<file path="src/rtl/latch_report_pkg.sv">
// latch_report_pkg: shared FSM states, RX command codes and frame headers for latch_report_ctrl.
package latch_report_pkg;

    typedef enum logic [2:0] {IDLE, SEND_HDR, SEND_DATA, WAIT_ACK, RELEASE} state_e;

    localparam logic [7:0] CMD_ACK1   = 8'h00;
    localparam logic [7:0] CMD_ACK2   = 8'h01;
    localparam logic [7:0] CMD_LATCH1 = 8'h02;
    localparam logic [7:0] CMD_LATCH2 = 8'h03;

    localparam logic [7:0] HDR_CH1 = 8'h00;
    localparam logic [7:0] HDR_CH2 = 8'h01;

    function automatic logic [7:0] hdr_of(input logic ch);
        return ch ? HDR_CH2 : HDR_CH1;
    endfunction

endpackage

</file>
<file path="src/rtl/pulse_stretch.sv">
// pulse_stretch: retriggerable one-shot, output high for pPULSE cycles after the last start.
module pulse_stretch #(
    parameter int pPULSE = 4
) (
    input  logic iCLK,
    input  logic iRSTn,
    input  logic iStart,
    output logic oPulse
);

    localparam int CW = $clog2(pPULSE + 1);

    logic [CW-1:0] cnt_q;

    always_ff @(posedge iCLK) begin
        if (!iRSTn)
            cnt_q <= '0;
        else if (iStart)
            cnt_q <= CW'(pPULSE);
        else if (cnt_q != '0)
            cnt_q <= cnt_q - 1'b1;
    end

    assign oPulse = cnt_q != '0;

endmodule

</file>
<file path="src/rtl/latch_report_ctrl.sv">
// latch_report_ctrl: frames the two latched counter values onto the byte TX link,
// waits for the host ack and turns host commands into latch / reset-latch pulses.
module latch_report_ctrl
    import latch_report_pkg::*;
#(
    parameter int pWIDTH       = 64,
    parameter int pBYTES       = 5,
    parameter int pPULSE       = 4,
    parameter int pACK_TIMEOUT = 1000000
) (
    input  logic              iCLK,
    input  logic              iRSTn,
    input  logic              iRdy1,
    input  logic              iRdy2,
    input  logic [pWIDTH-1:0] i1Value,
    input  logic [pWIDTH-1:0] i2Value,
    output logic              oResetLatch1,
    output logic              oResetLatch2,
    output logic              oLatch1,
    output logic              oLatch2,
    output logic [7:0]        oTxData,
    output logic              oTxValid,
    input  logic              iTxReady,
    input  logic [7:0]        iRxData,
    input  logic              iRxValid,
    output logic              oBusy,
    output logic              oBadCmd
);

    localparam int SW = 8 * pBYTES;
    localparam int IW = $clog2(pBYTES + 1);
    localparam int TW = pACK_TIMEOUT > 0 ? $clog2(pACK_TIMEOUT + 1) : 1;

    state_e         state_q;
    logic           ch_q;
    logic           ptr_q;
    logic [SW-1:0]  snap_q;
    logic [IW-1:0]  idx_q;
    logic [TW-1:0]  tmo_q;
    logic           tx_valid_q;
    logic [7:0]     tx_data_q;
    logic           bad_q;

    logic           xfer;
    logic           rx_ack;
    logic           rx_bad;
    logic           sel_d;
    logic           rdy_ch;
    logic           tmo_hit;
    logic [IW-1:0]  nxt_idx;
    logic [SW-1:0]  nxt_sh;
    logic           unused_hi;

    // Only the low pBYTES bytes of each value are ever reported.
    assign unused_hi = ^{i1Value[pWIDTH-1:SW], i2Value[pWIDTH-1:SW]};

    always_comb begin
        xfer    = tx_valid_q && iTxReady;
        rx_ack  = iRxValid && state_q == WAIT_ACK && iRxData == {7'b0, ch_q};
        rx_bad  = iRxValid && !rx_ack && (iRxData >= 8'h04 || iRxData <= CMD_ACK2);
        sel_d   = (iRdy1 && iRdy2) ? ptr_q : iRdy2;
        rdy_ch  = ch_q ? iRdy2 : iRdy1;
        tmo_hit = pACK_TIMEOUT != 0 && tmo_q == TW'(pACK_TIMEOUT);
        nxt_idx = state_q == SEND_HDR ? '0 : idx_q + 1'b1;
        nxt_sh  = snap_q << {nxt_idx, 3'b000};
    end

    always_ff @(posedge iCLK) begin
        if (!iRSTn) begin
            state_q    <= IDLE;
            ch_q       <= 1'b0;
            ptr_q      <= 1'b0;
            snap_q     <= '0;
            idx_q      <= '0;
            tmo_q      <= '0;
            tx_valid_q <= 1'b0;
            tx_data_q  <= '0;
            bad_q      <= 1'b0;
        end else begin
            bad_q <= rx_bad;
            case (state_q)
                IDLE: if (iRdy1 || iRdy2) begin
                    ch_q       <= sel_d;
                    snap_q     <= sel_d ? i2Value[SW-1:0] : i1Value[SW-1:0];
                    tx_valid_q <= 1'b1;
                    tx_data_q  <= hdr_of(sel_d);
                    state_q    <= SEND_HDR;
                end
                SEND_HDR, SEND_DATA: if (xfer) begin
                    if (state_q == SEND_DATA && idx_q == IW'(pBYTES - 1)) begin
                        tx_valid_q <= 1'b0;
                        tmo_q      <= '0;
                        state_q    <= WAIT_ACK;
                    end else begin
                        idx_q     <= nxt_idx;
                        tx_data_q <= nxt_sh[SW-1 -: 8];
                        state_q   <= SEND_DATA;
                    end
                end
                // An ack on the expiry edge takes priority over the resend.
                WAIT_ACK: if (rx_ack) begin
                    state_q <= RELEASE;
                end else if (tmo_hit) begin
                    tx_valid_q <= 1'b1;
                    tx_data_q  <= hdr_of(ch_q);
                    state_q    <= SEND_HDR;
                end else begin
                    tmo_q <= tmo_q + 1'b1;
                end
                RELEASE: if (!rdy_ch) begin
                    ptr_q   <= ~ptr_q;
                    state_q <= IDLE;
                end
                default: state_q <= IDLE;
            endcase
        end
    end

    pulse_stretch #(.pPULSE(pPULSE)) u_rl1 (
        .iCLK(iCLK), .iRSTn(iRSTn), .iStart(rx_ack && !ch_q), .oPulse(oResetLatch1)
    );
    pulse_stretch #(.pPULSE(pPULSE)) u_rl2 (
        .iCLK(iCLK), .iRSTn(iRSTn), .iStart(rx_ack && ch_q), .oPulse(oResetLatch2)
    );
    pulse_stretch #(.pPULSE(pPULSE)) u_l1 (
        .iCLK(iCLK), .iRSTn(iRSTn), .iStart(iRxValid && iRxData == CMD_LATCH1), .oPulse(oLatch1)
    );
    pulse_stretch #(.pPULSE(pPULSE)) u_l2 (
        .iCLK(iCLK), .iRSTn(iRSTn), .iStart(iRxValid && iRxData == CMD_LATCH2), .oPulse(oLatch2)
    );

    assign oTxValid = tx_valid_q;
    assign oTxData  = tx_data_q;
    assign oBusy    = state_q != IDLE;
    assign oBadCmd  = bad_q;

endmodule
</file>
<file path="config.mk">
export PLATFORM = sky130hd
export DESIGN_NAME = latch_report_ctrl
export DESIGN_NICKNAME = d
export VERILOG_FILES = /design/src/rtl/latch_report_pkg.sv /design/src/rtl/pulse_stretch.sv /design/src/rtl/latch_report_ctrl.sv
export SDC_FILE = /design/constraint.sdc
export NUM_CORES = 1
export LEC_CHECK = 0
export ABC_AREA = 1
export BUFFER_PORTS_ARGS = -buffer_cell sky130_fd_sc_hd__buf_4
export CAP_MARGIN = 20
export CORE_ASPECT_RATIO = 0.6
export CORE_UTILIZATION = 47
export CTS_BUF_LIST = sky130_fd_sc_hd__clkbuf_16
export CTS_CLUSTER_DIAMETER = 40
export CTS_CLUSTER_SIZE = 10
export DETAILED_ROUTE_END_ITERATION = 7
export PLACE_DENSITY = 0.87
export SLEW_MARGIN = 20
export SYNTH_ARGS = -nofsm -noshare
export SYNTH_HDL_FRONTEND = slang
export SYNTH_SLANG_ARGS = --single-unit
</file>
<file path="constraint.sdc">
create_clock -name iCLK -period 2 [get_ports iCLK]
set_input_delay 0.4 -clock iCLK [delete_from_list [all_inputs] [get_ports iCLK]]
set_output_delay 0.4 -clock iCLK [all_outputs]
set_load 0.03 [all_outputs]
</file>
# --- After elaboration in Yosys (flattened, before gate mapping) ---
# Cells that the tools add are included.
word_totals:
  register_bits: 90
  latchBits: 0
  mem_bits_rw: 0
  rom_bits: 0
  in_bits: 142
  output_inout_bits: 15
  wordCells: 125
  n_memories: 0
classes:
  addsub: 6
  mul: 0
  div_mod_pow: 0
  magnitude_cmp: 2
  n_eq_ne: 18
  shift: 1
  mux: 38
  n_bitwise: 4
  reduce_logical: 39
op_table:
  columns: ["op", "n"]
  rows:
  - ["$mux 20", 4]
  - ["$mux 3", 14]
  - ["$mux 40", 1]
  - ["$mux 8", 5]
  - ["$pmux 20 s2", 1]
  - ["$shl 40x6->40", 1]
  - ["$pmux 8 s3", 1]
  - ["$add 20x1->20 const B", 1]
  - ["$eq 20x20->1 const B", 1]
  - ["$reduce_bool 3->1", 6]
  - ["$eq 8x2->1 const B", 2]
  - ["$ne 2x2->1 const B", 8]
  - ["$pmux 3 s4", 1]
  - ["$reduce_and 6->1", 2]
  - ["$sub 3x1->3 const B", 4]
  - ["$logic_and 1x1->1", 11]
  - ["$mux 1", 10]
  - ["$reduce_bool 2->1", 5]
  - ["$reduce_or 2->1", 5]
  - ["$eq 8x1->1", 1]
  - ["$ge 8x3->1 const B", 1]
  - ["$le 8x1->1 const B", 1]
  - ["$eq 3x2->1 const B", 2]
  - ["$eq 3x3->1 const B", 2]
  - ["12 further kinds", 18]

# --- Logic depth before layout (Yosys ltp) ---
# Gate-level depths: netlist (run 1).
depth:
  ltp_word: 6
  ltp_mapped: 14
  ltp_nobuf: 11

# --- Cells and area by module ---
# Synthesis (run 1) repeated with hierarchy kept, for this count alone.
hier_totals:
  cells_unflattened: 811
  hier_area_um2: 5096.1
by_module_without_submodules:
  columns: ["mod", "n_inst", "cells_per_inst", "area_per_inst_um2", "seq_area_each_um2"]
  rows:
  - ["latch_report_ctrl", 1, 703, 4380.5, 1561.5]
  - ["pulse_stretch", 4, 27, 178.9, 60.1]

# --- Worst setup path before layout (run 1) ---
# OpenSTA, ideal clock, no wires.
synth_timing:
  path_type: "reg2reg"
  start: "register idx_q[0]"
  end: "register idx_q[2]"
  setup_time_ns: 0.122
  arrival_time_ns: 1.759
  required_ns: 1.878
  slack_ns: 0.120
  path_stages_with_launch: 12
  path_buffers: 2
  period_less_slack_ns: 1.880
  path_cell_list: "dfxtp_1 -> inv_1 -> buf_2 -> clkbuf_1 -> ha_1 -> nand2_1 -> inv_1 -> nand4_1 -> nand3_1 -> clkinv_1 -> o21ai_0 -> a21oi_1"
synth_via:
  elab_chain_len: 4
  word_cells_on_any_way: 6
  cone_classes: "1 x add/sub; 1 x eq/ne; 1 x mux; 1 x bitwise; 2 x reduce/logical"
synth_lines:
  columns: ["item", "line", "text"]
  rows:
  - ["start: declaration", "latch_report_ctrl.sv:38", "logic [IW-1:0] idx_q;"]
  - ["start signal: assignment", "latch_report_ctrl.sv:95", "idx_q <= nxt_idx;"]
  - ["parallel branches: the longest is 4 deep, another holds $add 3x1->3", null, null]
# Several ways; the timed one is not identified.
# A chain may end at the register's enable or synchronous reset.

# --- Final worst setup path (run 1) ---
layout_timing:
  start: "register u_rl2.cnt_q[0]"
  end: "output port oResetLatch2"
layout_via:
  elab_chain_len: 1
layout_lines:
  columns: ["item", "line", "text"]
  rows:
  - ["start: declaration", "pulse_stretch.sv:13", "logic [CW-1:0] cnt_q;"]
  - ["start signal: assignment", "pulse_stretch.sv:19", "cnt_q <= CW'(pPULSE);"]
  - ["start signal: assignment", "pulse_stretch.sv:21", "cnt_q <= cnt_q - 1'b1;"]
  - ["$reduce_bool 3->1", "pulse_stretch.sv:24", "assign oPulse = cnt_q != '0;"]
  - ["end: declaration", "latch_report_ctrl.sv:18", "output logic oResetLatch2,"]
# No other way between the ends.

==> flow_metrics.py, run 1 <==
metrics = {
    "sta": {
        "relSlewSlack_pct": 70.8,
        "max_freq_ghz": 0.545,
        "drv_slew": 0,
        "min_period_ps": 1840,
        "hold_violations": 0,
        "setup_viol": 0,
        "post-route-period-util_pct": 91.8,
        "setup_ws_ps": 163,
        "clock_skew_ps": 6.32,
        "finalSetupTns_ps": 0,
        "rsz0062_at_grt": "no",
        "worstMarginPinSlew_ps": 434,
    },
    "floorplan": {
        "initial_utilization_pct": 48.6,
        "core_um2": 10600,
        "die_x_um": 137,
        "dieArea_um2": 11400,
        "rows": 29,
        "die_h_um": 83.1,
        "top_level_ports": 157,
    },
    "setup_path": {
        "startpoint_type": "flop",
        "required_ps": 1600,
        "worstPathArrival_ps": 1440,
        "worst_r2r_path_depth": 11,
        "cp-end-kind": "output port",
        "worstSetupPathType": "reg2out",
        "cp_max_fo": 6,
    },
    "global_route": {
        "grt_max_degree": 81,
        "grt_pass1_wl_um": 22400,
        "overflow": 0,
        "first_global_vias": 4720,
        "grt_use_total_pct": 24.7,
        "antenna_found_initial": 0,
    },
    "yosys": {
        "synthFlopType": "dfxtp_1",
        "synth_edf_count": 0,
        "syn_inst": 827,
        "synth-seq-cells": 90,
        "ys_seq_area_share_pct": 35.0,
        "synth.distinct_cells": 34,
        "synth_fp_nets": 985,
        "syn_area_um2": 5150,
        "synthArstFlopShare_pct": 0,
        "syn_area_per_cell_um2": 6.23,
        "ys_warn_count": 0,
    },
    "clocking": {
        "cts_repair_resize_count": 0,
        "clk_pin_slew_ps": 60,
        "cts_setup_buffers": 0,
        "cts_hold_buf": 0,
        "cts_tree": "built",
        "cts_buffers": 9,
        "htreeDepth": 3,
        "clk_path_buf_depth": 2,
        "cts.sink_count": 90,
        "cts-root-buf": "clkbuf_16",
        "clkLatencyLatePin_ps": 340,
    },
    "drt": {
        "ant_nets": 0,
        "drc": 0,
        "vias_per_cell": 5.18,
        "drt_wl_total_um": 13700,
        "drt-pass1-iter-count": 5,
        "drtIter0Drc": 505,
        "routedWlPerCell_um": 12.8,
        "vias": 5547,
    },
    "pwr": {
        "power_leakage_nw": 2.77,
        "p_per_area_nw_per_um2": 1060,
        "ir_worst_vdd_mv": 0.861,
    },
    "final_layout": {
        "layout.filler_cells": 1022,
        "diodes": 0,
        "instances_no_fill": 1070,
        "syn2layout_area_growth_pct": 24.5,
        "seq_area_um2": 1800,
        "drive_gt1_share_pct": 17.0,
        "nNetsFinal": 1084,
        "multi_input_area_um2": 2940,
    },
    "place": {
        "dp_cells": 1054,
        "gp_congestion": 1.00,
        "dp_hpwl_um": 10100,
        "pre_cts_slack_ps": 248,
        "portBuffers": 108,
    },
    "worst_hold_path": {
        "whs_path_depth": 3,
        "hp-class": "in2reg",
    },
    "outcome": {
        "status": "complete, no violations",
    },
    "flow_run": {
        "cap_violations": 0,
    },
}
-- synth_stat cells (2+ instances only) --
master / count / area, um2
nand2_1: 215 / 807
and2_1: 3 / 18.8
ha_1: 16 / 200
buf_6: 2 / 22.5
o21ai_0: 54 / 270
buf_4: 2 / 15.0
nor3_1: 3 / 15.0
xor2_1: 7 / 61.3
nand3_2: 3 / 30.0
a21oi_1: 86 / 430
clkbuf_1: 23 / 86.3
nand4_1: 4 / 25.0
nand3_1: 51 / 255
inv_1: 55 / 206
o21ai_1: 17 / 85.1
clkbuf_2: 3 / 15.0
nand2_2: 3 / 18.8
buf_2: 6 / 30.0
xnor2_1: 2 / 17.5
inv_2: 8 / 30.0
nor2_1: 162 / 608
dfxtp_1: 90 / 1800
-- registers in the layout (all words and copies together), names as in the netlist --
| name | count |
|---|---|
| ch_q | 1 |
| oTxData | 8 |
| u_l2.cnt_q | 3 |
| snap_q | 40 |
| u_l1.cnt_q | 3 |
| u_rl2.cnt_q | 3 |
| tmo_q | 20 |
| ptr_q | 1 |
| state_q | 3 |
| oTxValid | 1 |
| u_rl1.cnt_q | 3 |
| oBadCmd | 1 |
| idx_q | 3 |
-- power breakdown --
group | total [W] | internal [W] | switching [W]
clock | 0.00166 | 0.000953 | 0.000707
sequential | 0.00233 | 0.00212 | 0.000217
combinational | 0.00282 | 0.00104 | 0.00178
-- final timing paths --
check                           slack, ps                    endpoint                         from
worst max-delay path                  160                oResetLatch2  u_rl2.cnt_q[0]$_SDFFE_PP0P_
worst min-delay path                  330      snap_q[7]$_SDFFE_PN0P_                   i2Value[7]
worst max register to register        190     oTxData[4]$_SDFFE_PN0P_      state_q[0]$_SDFFE_PN0P_
worst min register to register        460  u_l2.cnt_q[0]$_SDFFE_PP0P_   u_l2.cnt_q[0]$_SDFFE_PP0P_
-- routing by layer --
layer / up-vias / global-route usage (%) / share of wire (%)
li1: 2845 / - / -
met1: 2478 / 37.9 / 49
met2: 213 / 35.0 / 41
met3: 11 / 5.13 / 9.8
met4: 0 / 4.60 / 0.67
met5: - / 0 / 0
-- critical path, stage by stage, from the launching register on --
cell	delay (ps)
dfxtp_1	320
inv_1	60
ha_1	210
ha_1	250
inv_1	90
buf_4	160
-- through the flow --
step                utilization [%]  hold slack (ps)  cell area [um2]  power (W)
floorplan                         -              433             5150    0.00430
global placement               57.8              442             6130    0.00504
detailed placement             57.8              448             6130    0.00514
CTS                            60.5              328             6410    0.00681
global route                   60.5              357             6410    0.00729
finish                         60.5              334             6410    0.00681
-- cells by family (layout without fill, tap and decap cells) --
group,count (synthesis),count (layout),synth area share [%]
flops,90,90,35.0
buf+inv,100,204,7.94
simple gates,451,451,35.7
xor+xnor,9,9,1.53
compound gates,161,161,16.0
fa+ha+maj,16,16,3.89
-- cell type report --
| type | count | share of cell area, % |
|---|---|---|
| Multi-Input combinational cell | 637 | 45.9 |
| Sequential cell | 90 | 28.1 |
| Timing Repair Buffer | 124 | 15.1 |
| Inverter | 64 | 3.75 |
| Clock buffer | 9 | 3.51 |
| Tap cell | 139 | 2.71 |
| Clock inverter | 7 | 0.936 |
-- cell usage in the layout (no fill, tap or decap) --
cell         n
o21ai_1     16
nor3_2       1
xnor2_1      2
nand2_2      3
o2111a_1     1
nand3_1     51
nor3b_1      1
nand3b_1     1
xor2_1       7
nor4_1       1
nand2_1    215
bufinv_16    1
dfxtp_1     90
a21oi_1     86
and2_1       3
ha_1        16
a21oi_2      1
nor2_2       1
inv_1       55
inv_2        8
o21ai_0     54
nor2_1     162
o21ai_2      2
nand2_4      1
buf_4      121
nand4_2      1
clkinv_4     1
clkinv_2     2
nand3_2      3
buf_12       3
nor3_1       3
o21bai_1     1
clkbuf_16    9
clkinv_1     4
nand4_1      4
Power figures use the tool's default switching activity.
==> run 2, diff against run 1 <==
Settings changed: ABC_AREA 1 to 0, CORE_UTILIZATION 47 to 46, PLACE_DENSITY 0.87 to 0.85.
==> flow_metrics.py, run 2 <==
metrics = {
    "outcome": {
        "status": "complete, no violations",
    },
    "yosys": {
        "ys_seq_area_share_pct": 37.1,
        "synth.distinct_cells": 56,
        "synthArstFlopShare_pct": 0,
        "synth.area.top_cells": "dfxtp_1, mux2i_1, a211oi_1",
        "synth-seq-cells": 90,
        "synth_fp_nets": 731,
        "ys_warn_count": 0,
        "yosys-top-cells-count": "dfxtp_1, nor2_1, mux2i_1, nand2_1, a211oi_1",
        "syn_area_um2": 4860,
        "yosysTopAreaCellShare_pct": 37.1,
        "synthFlopType": "dfxtp_1",
        "synth_edf_count": 0,
        "syn_area_per_cell_um2": 8.48,
        "synth_largest_area_cell": "dfxtp_1",
        "yosysMostFrequentCell": "dfxtp_1",
        "syn_inst": 573,
    },
    "clocking": {
        "cts_hold_buf": 0,
        "cts_tree": "built",
        "cts-root-buf": "clkbuf_16",
        "cts_setup_buffers": 0,
        "cts_buffers": 9,
        "htreeDepth": 3,
        "cts.sink_count": 90,
        "clk_path_buf_depth": 2,
        "clkLatencyLatePin_ps": 350,
        "clk_pin_slew_ps": 70,
    },
    "sta": {
        "setup_viol": 0,
        "clock_skew_ps": 6.09,
        "drv_slew": 0,
        "relSlewSlack_pct": 63.2,
        "post-route-period-util_pct": 99.2,
        "finalSetupTns_ps": 0,
        "hold_violations": 0,
        "max_freq_ghz": 0.504,
        "worstMarginPinSlew_ps": 552,
        "min_period_ps": 1980,
    },
    "setup_path": {
        "startpoint_type": "flop",
        "cp-end-kind": "flop",
        "required_ps": 2270,
        "worstSetupPathType": "reg2reg",
        "cp_max_fo": 9,
        "worstPathArrival_ps": 2250,
    },
    "floorplan": {
        "rows": 28,
        "initial_utilization_pct": 48.3,
        "die_h_um": 81.6,
        "die_x_um": 135,
        "core_um2": 10100,
        "top_level_ports": 157,
        "dieArea_um2": 11000,
    },
    "global_route": {
        "grt_use_total_pct": 25.2,
        "antenna_found_initial": 0,
        "first_global_vias": 4463,
        "grt_max_degree": 81,
        "grt_pass1_wl_um": 21400,
        "overflow": 0,
    },
    "final_layout": {
        "final_util_pct": 64.2,
        "fin_area_um2": 6460,
        "diodes": 0,
        "syn2layout_area_growth_pct": 32.9,
        "seq_area_um2": 1810,
        "drive_gt1_share_pct": 28.1,
        "largest_reg_flops": 40,
        "multi_input_area_um2": 2890,
        "layout.filler_cells": 790,
        "final_cell_mix": "buf_4, dfxtp_1, nor2_1, mux2i_1",
        "largest-register": "snap_q",
        "final_common_cell": "buf_4",
        "nNetsFinal": 854,
    },
    "place": {
        "gp_congestion": 0.876,
        "portBuffers": 108,
        "dp_hpwl_um": 10200,
        "placed_cell_area_um2": 6050,
    },
    "drt": {
        "drtIter0Drc": 343,
        "drc": 0,
        "vias_per_cell": 5.83,
        "vias": 4870,
        "routedWlPerCell_um": 16.8,
        "drt_wl_total_um": 14100,
        "drt-pass1-iter-count": 5,
        "ant_nets": 0,
    },
    "worst_hold_path": {
        "hp-class": "in2reg",
    },
    "flow_run": {
        "cap_violations": 0,
    },
    "pwr": {
        "p_per_area_nw_per_um2": 1110,
        "power_w": 0.00715,
        "power_leakage_nw": 2.77,
        "ir_worst_vdd_mv": 0.757,
    },
}
## run 2: kinds of logic (layout without fill, tap and decap cells)
logic type	count (synthesis)	in the layout	share of synthesized area, %
multiplexers	61	61	12.6
buffers and inverters	67	195	5.61
adder cells (fa/ha/maj)	16	16	4.12
XOR/XNOR	8	8	1.44
AO/OA/AOI/OAI	124	124	17.3
AND/OR/NAND/NOR	207	207	21.8
flip-flops	90	90	37.1
## run 2: worst paths after layout
path	from	depth (start not counted)	endpoint	slack, ps
setup / recovery	state_q[0]$_SDFFE_PN0P_	5	tmo_q[11]$_SDFFE_PN0P_	20
hold / removal	iRxValid	2	oBadCmd$_SDFF_PN0_	310
setup reg to reg	state_q[0]$_SDFFE_PN0P_	5	tmo_q[11]$_SDFFE_PN0P_	20
hold reg to reg	tmo_q[18]$_SDFFE_PN0P_	2	tmo_q[18]$_SDFFE_PN0P_	470
## run 2: layout make-up
cell class / instances / share of cell area [%]
flip-flops and latches: 90 / 27.9
clock buffers: 9 / 3.49
repair buffers: 150 / 18.3
clock inverters: 7 / 1.20
inverters: 29 / 1.70
well taps: 135 / 2.61
multi-input cells: 416 / 44.8
## run 2: per-layer routing
layer | vias to the layer above | global-route usage (%) | part of all wire [%]
li1 | 2340 | - | -
met5 | - | 0 | 0
met2 | 233 | 42.9 | 46
met1 | 2265 | 32.6 | 44
met4 | 0 | 8.76 | 2.0
met3 | 32 | 4.01 | 8.2
## run 2: through the flow
step	worst slack [ps]	std cells	hold WS, ps
2_1_floorplan	4.56	573	443
3_3_place_gp	-103	819	454
3_5_place_dp	-130	819	468
4_1_cts	14.5	835	305
5_1_grt	-76.0	836	321
6_report	15.5	836	308
## run 2: power by group
| part | switching, W | internal (W) |
|---|---|---|
| Sequential | 0.000292 | 0.00220 |
| Combinational | 0.00171 | 0.00123 |
| Clock | 0.000746 | 0.000980 |
## run 2: what timing repair did
| action | in CTS | in global routing |
|---|---|---|
| pin swaps | 0 | 5 |
| gates resized for setup | 1 | 24 |
| setup endpoints to repair | 6 | 27 |
| gates cloned | 0 | 1 |
## run 2: critical path, cell delays in order, from the launching register on
cell and delay [ps]:
dfxtp_1 350, nor2b_1 140, and4_4 200, or4_4 580
or4_1 440, a21oi_1 190
